--- src/rtl/rr_lock_arbiter_pkg.sv ---
`default_nettype none
// ============================================================================
// Module   : rr_lock_arbiter_pkg
// Purpose  : Shared types and constants for the round-robin lock arbiter.
//            Holds the arbiter state encoding used by the top-level FSM.
// Contents : STATE_W  - width of the state encoding
//            state_t  - IDLE (no holder) / LOCKED (grant held until done)
// Revision : 1.0 - initial release
// ============================================================================
package rr_lock_arbiter_pkg;

  localparam int STATE_W = 1;

  typedef enum logic [STATE_W-1:0] {
    IDLE   = 1'b0,
    LOCKED = 1'b1
  } state_t;

endpackage : rr_lock_arbiter_pkg
`default_nettype wire

--- src/rtl/rr_lock_arbiter_if.sv ---
`default_nettype none
// ============================================================================
// Module   : rr_lock_arbiter_if
// Purpose  : Request/grant bundle between the requesters and the arbiter.
// Signals  : req       [n-1:0] request vector, bit i = requester i
//            done              holder releases the resource this cycle
//            grant     [n-1:0] one-hot grant, zero when idle
//            grant_idx [m-1:0] binary index of current/last holder
//            busy              resource currently granted
// Modports : master - requester side (drives req/done)
//            slave  - arbiter side (drives grant/grant_idx/busy)
// Revision : 1.0 - initial release
// ============================================================================
interface rr_lock_arbiter_if #(
  parameter int m = 2,
  parameter int n = 1 << m
);

  logic [n-1:0] req;
  logic         done;
  logic [n-1:0] grant;
  logic [m-1:0] grant_idx;
  logic         busy;

  modport master (
    output req,
    output done,
    input  grant,
    input  grant_idx,
    input  busy
  );

  modport slave (
    input  req,
    input  done,
    output grant,
    output grant_idx,
    output busy
  );

endinterface : rr_lock_arbiter_if
`default_nettype wire

--- src/rtl/rr_lock_arbiter_decoder.sv ---
`default_nettype none
// ============================================================================
// Module   : DecoderVRTL
// Purpose  : Binary-to-one-hot decoder, m-bit index to 2**m select lines.
// Ports    : idx    [m-1:0]      input  binary index
//            onehot [(1<<m)-1:0] output exactly one bit set, bit idx
// Revision : 1.0 - initial release
// ============================================================================
module DecoderVRTL #(
  parameter int m = 2
) (
  input  wire logic [m-1:0]      idx,
  output      logic [(1<<m)-1:0] onehot
);

  for (genvar i = 0; i < (1 << m); i++) begin : g_dec
    localparam logic [m-1:0] c_idx = i;
    assign onehot[i] = (idx == c_idx);
  end

endmodule : DecoderVRTL
`default_nettype wire

--- src/rtl/rr_lock_arbiter.sv ---
`default_nettype none
// ============================================================================
// Module   : rr_lock_arbiter
// Purpose  : Round-robin arbiter with grant lock. A selected requester keeps
//            the grant until it pulses done; priority then moves past it.
//            At least one IDLE cycle separates consecutive grants.
// Ports    : clk    input  rising-edge clock
//            reset  input  asynchronous active-low reset
//            bus    slave  req/done in, grant/grant_idx/busy out
// Revision : 1.0 - initial release
// ============================================================================
module rr_lock_arbiter
  import rr_lock_arbiter_pkg::*;
#(
  parameter int m = 2,
  parameter int n = 1 << m
) (
  input wire logic         clk,
  input wire logic         reset,
  rr_lock_arbiter_if.slave bus
);

  state_t       r_state, w_state_nxt;
  logic [m-1:0] r_ptr, w_ptr_nxt;
  logic [m-1:0] r_idx, w_idx_nxt;
  logic [m-1:0] w_sel;
  logic [m-1:0] w_cand;
  logic         w_found;
  logic         w_busy;
  logic [n-1:0] w_onehot;

  // Circular first-one search starting at r_ptr. Candidate index wraps
  // naturally because it is m bits wide and n = 2**m.
  always_comb begin
    w_found = 1'b0;
    w_sel   = r_ptr;
    w_cand  = r_ptr;
    for (int k = 0; k < n; k++) begin
      w_cand = r_ptr + k[m-1:0];
      if (!w_found && bus.req[w_cand]) begin
        w_found = 1'b1;
        w_sel   = w_cand;
      end
    end
  end

  // Next-state logic. req is only looked at in IDLE, so requests that
  // arrive alongside done wait for the bubble cycle that follows.
  always_comb begin
    w_state_nxt = r_state;
    w_ptr_nxt   = r_ptr;
    w_idx_nxt   = r_idx;
    case (r_state)
      IDLE: begin
        if (w_found) begin
          w_idx_nxt   = w_sel;
          w_state_nxt = LOCKED;
        end
      end
      LOCKED: begin
        if (bus.done) begin
          w_state_nxt = IDLE;
          w_ptr_nxt   = r_idx + {{(m-1){1'b0}}, 1'b1};
        end
      end
      default: w_state_nxt = IDLE;
    endcase
  end

  always_ff @(posedge clk or negedge reset) begin
    if (!reset) begin
      r_state <= IDLE;
      r_ptr   <= '0;
      r_idx   <= '0;
    end else begin
      r_state <= w_state_nxt;
      r_ptr   <= w_ptr_nxt;
      r_idx   <= w_idx_nxt;
    end
  end

  DecoderVRTL #(.m(m)) u_dec (
    .idx    (r_idx),
    .onehot (w_onehot)
  );

  // grant_idx keeps the last holder while idle, so the decoded vector
  // must be gated to stay zero outside LOCKED.
  assign w_busy        = (r_state == LOCKED);
  assign bus.busy      = w_busy;
  assign bus.grant_idx = r_idx;
  assign bus.grant     = w_onehot & {n{w_busy}};

endmodule : rr_lock_arbiter
`default_nettype wire

--- src/flat_wrapper.sv ---
// flat-port wrapper written by rule: the top's interface ports become plain ports
module rr_lock_arbiter_flat import rr_lock_arbiter_pkg::*;
#(
  parameter int m = 2,
  parameter int n = 1 << m
)
  (clk, reset, bus_req, bus_done, bus_grant, bus_grant_idx, bus_busy);
  rr_lock_arbiter_if #(.m(m), .n(n)) bus_i ();
  input wire logic clk;
  input wire logic reset;
  input wire logic [$bits(bus_i.req)-1:0] bus_req;
  input wire logic [$bits(bus_i.done)-1:0] bus_done;
  output wire logic [$bits(bus_i.grant)-1:0] bus_grant;
  output wire logic [$bits(bus_i.grant_idx)-1:0] bus_grant_idx;
  output wire logic [$bits(bus_i.busy)-1:0] bus_busy;
  assign bus_i.req = bus_req;
  assign bus_i.done = bus_done;
  assign bus_grant = bus_i.grant;
  assign bus_grant_idx = bus_i.grant_idx;
  assign bus_busy = bus_i.busy;
  rr_lock_arbiter #(.m(m), .n(n)) u_core (.clk(clk), .reset(reset), .bus(bus_i));
endmodule
--- config.mk ---
export PLATFORM = sky130hd
export DESIGN_NAME = rr_lock_arbiter_flat
export DESIGN_NICKNAME = d
export VERILOG_FILES = /design/src/rtl/rr_lock_arbiter_pkg.sv /design/src/rtl/rr_lock_arbiter_if.sv /design/src/rtl/rr_lock_arbiter_decoder.sv /design/src/rtl/rr_lock_arbiter.sv /design/src/flat_wrapper.sv
export SDC_FILE = /design/constraint.sdc
export NUM_CORES = 1
export LEC_CHECK = 0
export BUFFER_PORTS_ARGS = -buffer_cell sky130_fd_sc_hd__clkbuf_2
export CORE_AREA = 4 4 41 43
export CTS_CLUSTER_SIZE = 12
export DETAILED_ROUTE_END_ITERATION = 10
export DIE_AREA = 0 0 45 47
export PLACE_DENSITY = 0.58
export SETUP_SLACK_MARGIN = 0.1
export SYNTH_ARGS = -nofsm -noshare
export SYNTH_HDL_FRONTEND = slang
export SYNTH_SLANG_ARGS = --single-unit
--- constraint.sdc ---
create_clock -name clk -period 2.65 [get_ports clk]
set_input_delay 0.795 -clock clk [delete_from_list [all_inputs] [get_ports clk]]
set_output_delay 0.795 -clock clk [all_outputs]
set_load 0.01 [all_outputs]
# Yosys cells after proc, flatten, opt, wreduce, memory -nomap -nowiden

Index checks and enable logic that the tools add are counted.

Word-level logic and storage cells: 43
Memories: 0
Register bits: 5
ROM bits: 0
Bits in latches: 0
RAM bits: 0

Reduce and logical (&&, ||, !) cells: 9
$lt $le $gt $ge: 4
Multiply operators: 0
Equal/unequal tests: 3
Bitwise gates (word level): 2
Shift-type cells: 0
Div/mod/pow operators: 0
Multiplexer cells: 18
$add $sub $neg: 4

Operators by type and width:

| operator                                                              | number |
|---|---|
| 2-bit by 3-bit < comparator with 1-bit output (second input constant) | 4 |
| 1-bit 2-to-1 mux                                                      | 10 |
| 1-bit binary-select mux with 2-bit select                             | 4 |
| 2-bit 2-to-1 mux                                                      | 3 |
| 2-bit by 1-bit adder with 2-bit output (second input constant)        | 2 |
| 2-bit adder (second input constant)                                   | 2 |
| 4-bit bitwise AND                                                     | 1 |
| 2-bit == test (second input constant)                                 | 2 |
| 2-bit AND reduction                                                   | 2 |
| 1-bit logical AND                                                     | 3 |
| 1-bit logical NOT                                                     | 3 |
| 2-bit by 1-bit == test with 1-bit output (second input constant)      | 1 |
| 2-bit logical NOT                                                     | 1 |
| 1-bit one-hot mux with 2 select lines                                 | 1 |
| 1-bit inverter                                                        | 1 |

# Longest topological paths before layout

Depth in word-level cells: 14
Depth in mapped cells: 4
Mapped depth without buffers: 4

# Cells and area by module

From an unflattened synthesis, not the netlist that was laid out.

Cells, all modules: 38
Area, all modules: 359.1 µm²

By module, submodules not included:

| module          | instances | area an instance (µm²) | cells each |
|---|---|---|---|
| rr_lock_arbiter | 1         | 332.8                  | 34 |
| DecoderVRTL     | 1         | 26.3                   | 4 |

# Least setup slack after synthesis

Ideal clock, no wire load.

Path type: flip-flop to output port
Start: register u_core.r_idx[0] (netlist: u_core.bus.grant_idx[0])
End: output port bus_grant[2]
Stages on the path, launching flop included: 4
Buffers on the path: 0
Slack: 0.981 ns
Data arrival time: 0.874 ns
Cells stage by stage: dfrtp_1 inv_1 ha_1 and2_1

Cells in the longest elaborated chain, start to end: 2

Ends and longest elaborated chain:

| item                     | line                          | text |
|---|---|---|
| start: declaration       | rr_lock_arbiter.sv:25         | `logic [m-1:0] r_idx, w_idx_nxt;` |
| start signal: assignment | rr_lock_arbiter.sv:78         | `r_idx <= w_idx_nxt;` |
| 2-bit == test            | rr_lock_arbiter_decoder.sv:18 | `assign onehot[i] = (idx == c_idx);` |
| 4-bit bitwise AND        | rr_lock_arbiter.sv:92         | `assign bus.grant = w_onehot & {n{w_busy}};` |
| end: declaration         | flat_wrapper.sv:13            | `output wire logic [$bits(bus_i.grant)-1:0] bus_grant;` |

Every way passes these cells.

# Final worst setup path

Same ends and word-level chain as after synthesis.

==> out/metrics.yaml <==
status: "finished clean"
skew_ps: 0.2958
postCtsSetupBuffers: 0
dp_hpwl_um: 625.4
fillCellCount: 159
crit_family: "flip-flops"
clkLatencyLatePin_ps: 250
diodes: 0
top_layer_used: "met4"
portBuffers: 13
drt-met1-wl_um: 358
clock-sinks: 5
cts-root-buf: "clkbuf_4"
synth_top_area_share_pct: 35.46
clkTransAtPathRegs_ps: 40
fin_nets: 68
first_global_vias: 335
tightestPinTransition_ps: 319.2
grtUsageTotal_pct: 9.588
drt_iter0_drc: 7
hold_buffers: 0
numCtsBuffers: 3
cp_slowest_cell: "dfrtp_1"
grt_overflow: 0
cts.repair.resized: 0
synth_fp_nets: 50
layout-drive-gt1-share_pct: 32.14
yosysSeqAreaShare_pct: 35.46
drc_errors: 0
slew_viol_final: 0
wl_met3_um: 96
start_util_pct: 27.12
via_count: 346
die_area_sq_um: 2115
avgSynthCellArea_sq_um: 9.047
hold_viol_final: 0
synth_cell_types: 17
grt_start_max_net_pins: 9
cts_tree: "yes"
viasPerCell: 4.873
final-setup-viol-count: 0
dr.pass1.iters: 4
finalInstanceArea_sq_um: 462.9
synth_area_leaders: "dfrtp_1 (35%), ha_1 (14%), and2_1 (7.1%), mux2i_1 (5.7%), inv_1 (5.3%)"
synth_top_cell_by_area: "dfrtp_1"
setup_tns_ps: 0
hold_path_class: "in -> async"
netlist_instances: 39
cp.arrival_ps: 1230
timing.fmax_ghz: 0.4936
cp_max_fo: 6
yosys_register_bits: 5
cap_violations: 0
relSlewSlack_pct: 78.52
path_class: "reg -> out"
wl_um: 796
ioPinCount: 14
ys_warn_count: 0
antenna_found_initial: 0
post_drt_wl_per_cell_um: 11.21
pwr_density_cell_nw_per_um2: 796.6
worstPathCellList: "inv_1 -> ha_1 -> and2_1 -> clkbuf_2"
startpoint_type: "flip-flop"
ir_drop_v: 0.0002948
design.core.area_sq_um: 1301
synth_area_sq_um: 352.8
min_period_over_period_pct: 76.45
htreeDepth: 1
clk_path_buf_depth: 2
wl_met2_um: 317
fin_util_pct: 35.58
rsz0062_at_grt: "no"
crit_buf_inv: 2
grt_pass1_wl_um: 1393
place_congestion: 0.6833
post-route-min-period_ps: 2026
cp-end-kind: "output port"
ant_nets: 0
fp.dieW_um: 45
p_leak_uw: 0.0002476
slowest_delay_ps: 430
area_growth_pct: 31.21
rows: 13
placed_area_sq_um: 436.7
die_h_um: 47
worstPathRequired_ps: 1860
[cell families after synthesis]
family	count (synthesis)	share of synthesized area (%)
buf+inv	5	5.320
fa+ha+maj	4	14.18
flops	5	35.46
simple gates	12	18.44
compound gates	10	17.73
mux	3	8.865
[layer usage]
metal  vias to the layer above  track usage, %
met5                         -               0
met2                        19           13.84
met1                       154           11.70
li1                        170               -
met3                         3           3.448
met4                         0           7.018
[metrics by stage]
| stage | std cells | hold WS (ps) | total power, uW | setup slack [ps] |
|---|---|---|---|---|
| 6_report | 71 | 354.6 | 368.8 | 624.0 |
| 4_1_cts | 71 | 358.6 | 373.8 | 618.6 |
| 5_1_grt | 71 | 364.1 | 404.4 | 534.8 |
| 2_1_floorplan | 39 | 498.0 | 219.6 | 981.2 |
| 3_5_place_dp | 67 | 557.5 | 279.8 | 887.9 |
| 3_3_place_gp | 67 | 550.7 | 275.0 | 931.1 |
[cells in the final DEF, fill, tap and decap left out, types with 2 or more instances in the layout]
| cell type | n |
|---|---|
| mux2i_1 | 2 |
| clkbuf_4 | 3 |
| a21oi_1 | 3 |
| clkbuf_2 | 13 |
| o21ai_0 | 2 |
| dfrtp_1 | 5 |
| ha_1 | 4 |
| and2_1 | 4 |
| inv_1 | 5 |
| o31ai_1 | 2 |
| nand2_1 | 4 |
[flip-flops by register name (all words and copies together), names as in the netlist]
| register | cells |
|---|---|
| u_core.bus.busy | 1 |
| u_core.r_ptr | 2 |
| u_core.bus.grant_idx | 2 |
[worst paths after layout]
path	endpoint	slack, ps	cells past startpoint	startpoint
worst min-delay path	u_core.r_ptr[1]$_DFFE_PN0P_	350	1	reset
worst max-delay path	bus_grant[2]	620	4	u_core.bus.grant_idx[0]$_DFFE_PN0P_
min in group clk	u_core.bus.grant_idx[1]$_DFFE_PN0P_	560	2	u_core.bus.grant_idx[1]$_DFFE_PN0P_
worst max register to register	u_core.r_ptr[1]$_DFFE_PN0P_	1440	3	u_core.bus.grant_idx[0]$_DFFE_PN0P_
worst min register to register	u_core.bus.grant_idx[1]$_DFFE_PN0P_	560	2	u_core.bus.grant_idx[1]$_DFFE_PN0P_
max in group asynchronous	u_core.r_ptr[0]$_DFFE_PN0P_	2160	1	reset
[cell usage after synthesis (all sizes together)]
cell    instances
o21ai           2
or2             1
nor4            1
mux2            1
dfrtp           5
nand2b          1
a21oi           3
and2            4
ha              4
mux2i           2
o31ai           2
inv             5
o22ai           1
a22oi           1
nand2           4
nor2            1
a221oi          1
[area by class of cell]
class / count / area [sq um] / share of cell area, %
Timing Repair Buffer: 13 / 65.06 / 14.05
Multi-Input combinational cell: 29 / 209.0 / 45.14
Inverter: 5 / 18.77 / 4.054
Tap cell: 15 / 18.77 / 4.054
Clock buffer: 4 / 26.28 / 5.676
Sequential cell: 5 / 125.1 / 27.03
[where the power goes]
group | internal [uW] | switching (uW)
clock | 57.2 | 35.7
combinational | 69.7 | 66.6
sequential | 101 | 38.7
total | 228 | 141
(Power assumes the default switching activity.)
